<file path="config.mk">
export PLATFORM = sky130hd
export DESIGN_NAME = bitbang_tx
export DESIGN_NICKNAME = d
export VERILOG_FILES = /design/src/rtl/bitbang_tx.sv
export SDC_FILE = /design/constraint.sdc
export NUM_CORES = 1
export LEC_CHECK = 0
export CORE_ASPECT_RATIO = 0.75
export CORE_MARGIN = 4
export CORE_UTILIZATION = 49
export DETAILED_ROUTE_END_ITERATION = 8
export PLACE_DENSITY = 0.75
export SLEW_MARGIN = 20
export SYNTH_ARGS = -nofsm -noshare
export SYNTH_HDL_FRONTEND = slang
export SYNTH_SLANG_ARGS = --single-unit
</file>
<file path="constraint.sdc">
create_clock -name CLK -period 1.85 [get_ports CLK]
set_clock_uncertainty 0.1 [all_clocks]
set_input_delay 0.37 -clock CLK [delete_from_list [all_inputs] [get_ports CLK]]
set_output_delay 0.37 -clock CLK [all_outputs]
set_load 0.005 [all_outputs]
</file>
<file path="src/rtl/bitbang_tx.sv">
// bitbang_tx: serializes 32-bit configuration words onto the fabric's
// s_clk/s_data bitbang port, MSB first. Each bit-period has four phases of
// CLK_DIV cycles: P0 sets up the data bit, P1 raises s_clk, P2 drives the
// control bit, and P3 drops s_clk. A one-entry holding buffer lets words
// stream with no gap between them.
module bitbang_tx #(
  parameter int          CLK_DIV   = 4,
  parameter logic [15:0] CTRL_WORD = 16'hFAB0
) (
  input  logic        CLK,
  input  logic        reset,
  input  logic [31:0] WriteData,
  input  logic        WriteValid,
  output logic        WriteReady,
  input  logic        Abort,
  output logic        s_clk,
  output logic        s_data,
  output logic        Busy,
  output logic        WordDone
);

  localparam int               DIV_W      = $clog2(CLK_DIV);
  localparam logic [DIV_W-1:0] DIV_LAST   = DIV_W'(CLK_DIV - 1);
  localparam logic [DIV_W-1:0] DIV_PENULT = DIV_W'(CLK_DIV - 2);
  localparam logic [DIV_W-1:0] DIV_ONE    = DIV_W'(1);

  typedef enum logic {
    IDLE  = 1'b0,
    SHIFT = 1'b1
  } state_t;

  typedef enum logic [1:0] {
    P0 = 2'd0,
    P1 = 2'd1,
    P2 = 2'd2,
    P3 = 2'd3
  } phase_t;

  state_t           state_r,     stateNext_s;
  phase_t           phase_r,     phaseNext_s;
  logic [DIV_W-1:0] divCnt_r,    divNext_s;
  logic [4:0]       bitCnt_r,    bitNext_s;
  logic [31:0]      shiftReg_r,  shiftNext_s;
  logic [31:0]      holdBuf_r,   holdNext_s;
  logic             hbFull_r,    hbFullNext_s;
  logic             sClk_r,      sClkNext_s;
  logic             sData_r,     sDataNext_s;
  logic             wordDone_r,  wordDoneNext_s;
  logic             busy_r,      busyNext_s;
  logic             writeReady_r, writeReadyNext_s;
  logic             accept_s;
  logic             loadSr_s;

  // Control bit for bit b: zero for the first 16 bits, then CTRL_WORD MSB
  // first. For b = 16+k the CTRL_WORD index 15-k is simply ~k in 4 bits.
  function automatic logic ctrlBit(input logic [4:0] b);
    logic [3:0] idx;
    idx = ~b[3:0];
    if (b[4]) begin
      return CTRL_WORD[idx];
    end else begin
      return 1'b0;
    end
  endfunction

  assign WriteReady = writeReady_r;
  assign s_clk      = sClk_r;
  assign s_data     = sData_r;
  assign Busy       = busy_r;
  assign WordDone   = wordDone_r;

  // Next-state and next-output logic for the serializer FSM and holding buffer.
  always_comb begin
    accept_s       = WriteValid & writeReady_r;
    loadSr_s       = 1'b0;
    stateNext_s    = state_r;
    phaseNext_s    = phase_r;
    divNext_s      = divCnt_r;
    bitNext_s      = bitCnt_r;
    shiftNext_s    = shiftReg_r;
    holdNext_s     = accept_s ? WriteData : holdBuf_r;
    hbFullNext_s   = hbFull_r;
    sClkNext_s     = sClk_r;
    sDataNext_s    = sData_r;
    wordDoneNext_s = 1'b0;

    case (state_r)
      IDLE: begin
        if (hbFull_r) begin
          loadSr_s = 1'b1;
        end else begin
          sClkNext_s  = 1'b0;
          sDataNext_s = 1'b0;
        end
      end
      SHIFT: begin
        // WordDone is registered, so it is armed one cycle ahead of the
        // final P3 cycle (CLK_DIV >= 2 guarantees that cycle exists).
        wordDoneNext_s = (phase_r == P3) && (divCnt_r == DIV_PENULT) && (bitCnt_r == 5'd31);
        if (divCnt_r == DIV_LAST) begin
          divNext_s = '0;
          case (phase_r)
            P0: begin
              phaseNext_s = P1;
              sClkNext_s  = 1'b1;
            end
            P1: begin
              phaseNext_s = P2;
              sDataNext_s = ctrlBit(bitCnt_r);
            end
            P2: begin
              phaseNext_s = P3;
              sClkNext_s  = 1'b0;
            end
            P3: begin
              if (bitCnt_r == 5'd31) begin
                if (hbFull_r) begin
                  loadSr_s = 1'b1;
                end else begin
                  stateNext_s = IDLE;
                  phaseNext_s = P0;
                  bitNext_s   = 5'd0;
                  sDataNext_s = 1'b0;
                end
              end else begin
                // Rotate rather than shift so the next data bit is always
                // found at position 30 before the move, i.e. 31 after it.
                phaseNext_s = P0;
                bitNext_s   = bitCnt_r + 5'd1;
                shiftNext_s = {shiftReg_r[30:0], shiftReg_r[31]};
                sDataNext_s = shiftReg_r[30];
              end
            end
            default: begin
              stateNext_s = IDLE;
              phaseNext_s = P0;
              sClkNext_s  = 1'b0;
              sDataNext_s = 1'b0;
            end
          endcase
        end else begin
          divNext_s = divCnt_r + DIV_ONE;
        end
      end
      default: begin
        stateNext_s = IDLE;
        phaseNext_s = P0;
        sClkNext_s  = 1'b0;
        sDataNext_s = 1'b0;
      end
    endcase

    // Moving HB into SR frees the buffer; a same-cycle accept refills it.
    if (loadSr_s) begin
      stateNext_s  = SHIFT;
      phaseNext_s  = P0;
      divNext_s    = '0;
      bitNext_s    = 5'd0;
      shiftNext_s  = holdBuf_r;
      sDataNext_s  = holdBuf_r[31];
      sClkNext_s   = 1'b0;
      hbFullNext_s = accept_s;
    end else begin
      hbFullNext_s = hbFull_r | accept_s;
    end

    busyNext_s       = (stateNext_s != IDLE) | hbFullNext_s;
    writeReadyNext_s = ~hbFullNext_s;
  end

  // State and output registers; Abort clears everything exactly like reset.
  always_ff @(posedge CLK) begin
    if (reset || Abort) begin
      state_r      <= IDLE;
      phase_r      <= P0;
      divCnt_r     <= '0;
      bitCnt_r     <= 5'd0;
      shiftReg_r   <= 32'd0;
      holdBuf_r    <= 32'd0;
      hbFull_r     <= 1'b0;
      sClk_r       <= 1'b0;
      sData_r      <= 1'b0;
      wordDone_r   <= 1'b0;
      busy_r       <= 1'b0;
      writeReady_r <= 1'b1;
    end else begin
      state_r      <= stateNext_s;
      phase_r      <= phaseNext_s;
      divCnt_r     <= divNext_s;
      bitCnt_r     <= bitNext_s;
      shiftReg_r   <= shiftNext_s;
      holdBuf_r    <= holdNext_s;
      hbFull_r     <= hbFullNext_s;
      sClk_r       <= sClkNext_s;
      sData_r      <= sDataNext_s;
      wordDone_r   <= wordDoneNext_s;
      busy_r       <= busyNext_s;
      writeReady_r <= writeReadyNext_s;
    end
  end

endmodule

</file>
==> results.ini <==
[routing]
drt-total-wl_um=8330
vias=3089
wire_per_inst_um=14.9
drt_iter0_markers=213
via_per_inst=5.52
ant_nets=0
route.detailed.drc=0
first_pass_iters=5

[timing]
setup_ws_ns=-0.124
worst-slew-pin-transition_ns=0.369
slew_headroom=0.754
rsz0062_at_grt=yes
finalCriticalPeriod_ns=1.97
fin_crit_sh=1.07
finalHoldViolCount=0
fmax_mhz=507
hold_slack_ns=0.357
drv_slew=0
setup_viol=31

[placement]
place_ws_ns=-0.0374
portBuffers=40
placed_cells=529
gp_congestion=0.925
dp_hpwl_um=5100

[status]
violations=negative setup slack
status=finished with violations

[clock_network]
cts-root-buf=clkbuf_8
cts_tree=built
cts_made_buffers=9
clk_pin_slew_worst_paths_ns=0.07
cts_sinks=80
h-tree-depth=3
clk_latency_ns=0.35
hold_buffers=0
cts_buffer_depth=2

[synthesis]
synth_flop_cell=dfxtp_1
syn_inst=416
synth-seq-area-share=0.489
yosysUniqueCellTypes=32
syn-mean-instance-area_um2=7.87
syn_nets=461
syn_area_mm2=0.00328
ys_ff_latch=80
ys.warnings.count=0
async_flop_share=0
synth-edff-count=0

[global_routing]
gr-total-overflow=0
grtUsageTotal=0.195
grt_pass1_wl_um=12600
grt_max_degree=38
grt_pass1_vias=2739
antenna_found_initial=0

[cells_and_area]
final_cells=560
antennaDiodeCount=0
area_growth_pct=34.8
nNetsFinal=519
layout-drive-gt1-share=0.171

[die]
die-area_mm2=0.00807
ios=41
start_util=0.513
row_count=25
die_y_um=78.8
die_w_um=102
core_mm2=0.00638

[power_and_ir_drop]
seqPwrFrac=0.507
powerDensity_mw_per_mm2=802
ir_drop_uv=502
clockPowerShare=0.387
share_comb_of_total_power=0.105
power.total_uw=3540
power.leakage_uw=0.00153
p_sw_frac=0.236
p_int_uw=2700
switching_power_uw=835

[critical_path]
worstPathArrival_ns=2.10
path_max_fanout=9
path_cells=ha_4, and3_4, ha_4, nand2b_4, a22oi_4, buf_6, buf_6, clkbuf_16, a31oi_2
max_stage_delay_ns=0.36
crit_required_ns=1.98
slowest_stage=dfxtp_4
critical_path_class=flop to flop
startpoint_type=flop
endpoint_kind=flop

[hold_path]
hold_class=flop to flop

[run]
maxCapViolations=0

-- cell usage after synthesis (all sizes together) (2+ instances only) --
master  instances  area (um2)
clkbuf         14        53.8
nor2           14        52.6
a211oi          4        30.0
a31oi          32         200
mux2i           2        20.0
inv             8        30.0
buf            15        72.6
nor3            3        15.0
nand3           4        20.0
o21ai          36         180
ha              9         113
and2            2        12.5
nand4           2        12.5
and3            4        25.0
nand2         136         510
dfxtp          80        1600
a32oi           2        17.5
a21oi          37         185
xor2            2        17.5
-- layout make-up --
| class | instances | area, um2 |
|---|---|---|
| Sequential cell | 80 | 1610 |
| Inverter | 8 | 30.0 |
| Tap cell | 81 | 101 |
| Clock inverter | 3 | 46.3 |
| Fill cell | 500 | 1970 |
| Multi-Input combinational cell | 299 | 1660 |
| Timing Repair Buffer | 76 | 802 |
| Clock buffer | 13 | 170 |
-- per-stage QoR --
stage / utilization / setup TNS, ns / cell area (um2)
after global routing: 0.692 / -4.17 / 4410
final: 0.692 / -2.78 / 4410
after detailed placement: 0.608 / -0.0374 / 3880
after CTS: 0.646 / 0 / 4120
after global placement: 0.608 / 0 / 3880
after floorplan: - / -0.870 / 3350
-- layout by cell type, fill, tap and decap left out, drive strengths merged, types with 9 or more instances in the layout --
master         count
a31oi             32
nor2              14
clkdlybuf4s50     40
a21oi             37
dfxtp             80
nand2            136
o21ai             36
buf               33
clkbuf            16
inv                9
ha                 9
-- worst max-delay path: cells and delay by family, from the launching register on --
kind	cells	cell delay, ns
buf+inv	3	0.42
fa+ha+maj	2	0.31
compound gates	2	0.36
flops	1	0.36
simple gates	2	0.32
-- what timing repair did --
| action | CTS | global route |
|---|---|---|
| gates resized for setup | 5 | 29 |
| gates cloned | 0 | 4 |
| endpoints found under the hold margin | 0 | 0 |
| endpoints found under the setup margin | 3 | 37 |
| pin swaps | 0 | 1 |
| setup buffers | 0 | 11 |
-- metal layers --
layer	track usage	vias to the layer above	part of all wire
met5	0	-	0
met4	0.0629	0	0.017
met3	0.0571	18	0.073
met2	0.292	117	0.45
met1	0.271	1422	0.46
li1	-	1532	-
-- power by group through the flow --
stage / sequential [uW] / clock, uW / combinational (uW)
floorplan: 1820 / 0 / 167
global placement: 1830 / 0 / 291
detailed placement: 1830 / 0 / 296
CTS: 1790 / 1390 / 300
global route: 1800 / 1470 / 404
finish: 1790 / 1370 / 373
-- cells by family after synthesis --
| kind of cell | count (synthesis) | share of synthesized area |
|---|---|---|
| DFF | 80 | 0.489 |
| buffers and inverters | 37 | 0.0477 |
| AOI/OAI and AO/OA | 118 | 0.212 |
| and+or+nand+nor | 167 | 0.202 |
| xor gates and xnor gates | 2 | 0.00535 |
| adders and majority gates | 9 | 0.0344 |
| muxes | 3 | 0.00955 |
-- path summary, 6_finish.rpt --
kind                    to          start  depth (start not counted)  slack (ns)
max reg2reg  shiftReg_r[9]    bitCnt_r[1]                          9       -0.12
min reg2reg  holdBuf_r[15]  holdBuf_r[15]                          2        0.36
min          holdBuf_r[15]  holdBuf_r[15]                          2        0.36
max          shiftReg_r[9]    bitCnt_r[1]                          9       -0.12
-- flip-flops by register name, indices dropped and copies added (netlist names) --
register    count
Busy            1
WordDone        1
WriteReady      1
bitCnt_r        5
divCnt_r        2
hbFull_r        1
holdBuf_r      32
phase_r         2
s_clk           1
s_data          1
shiftReg_r     32
state_r         1
Power figures use the tool's default switching activity.
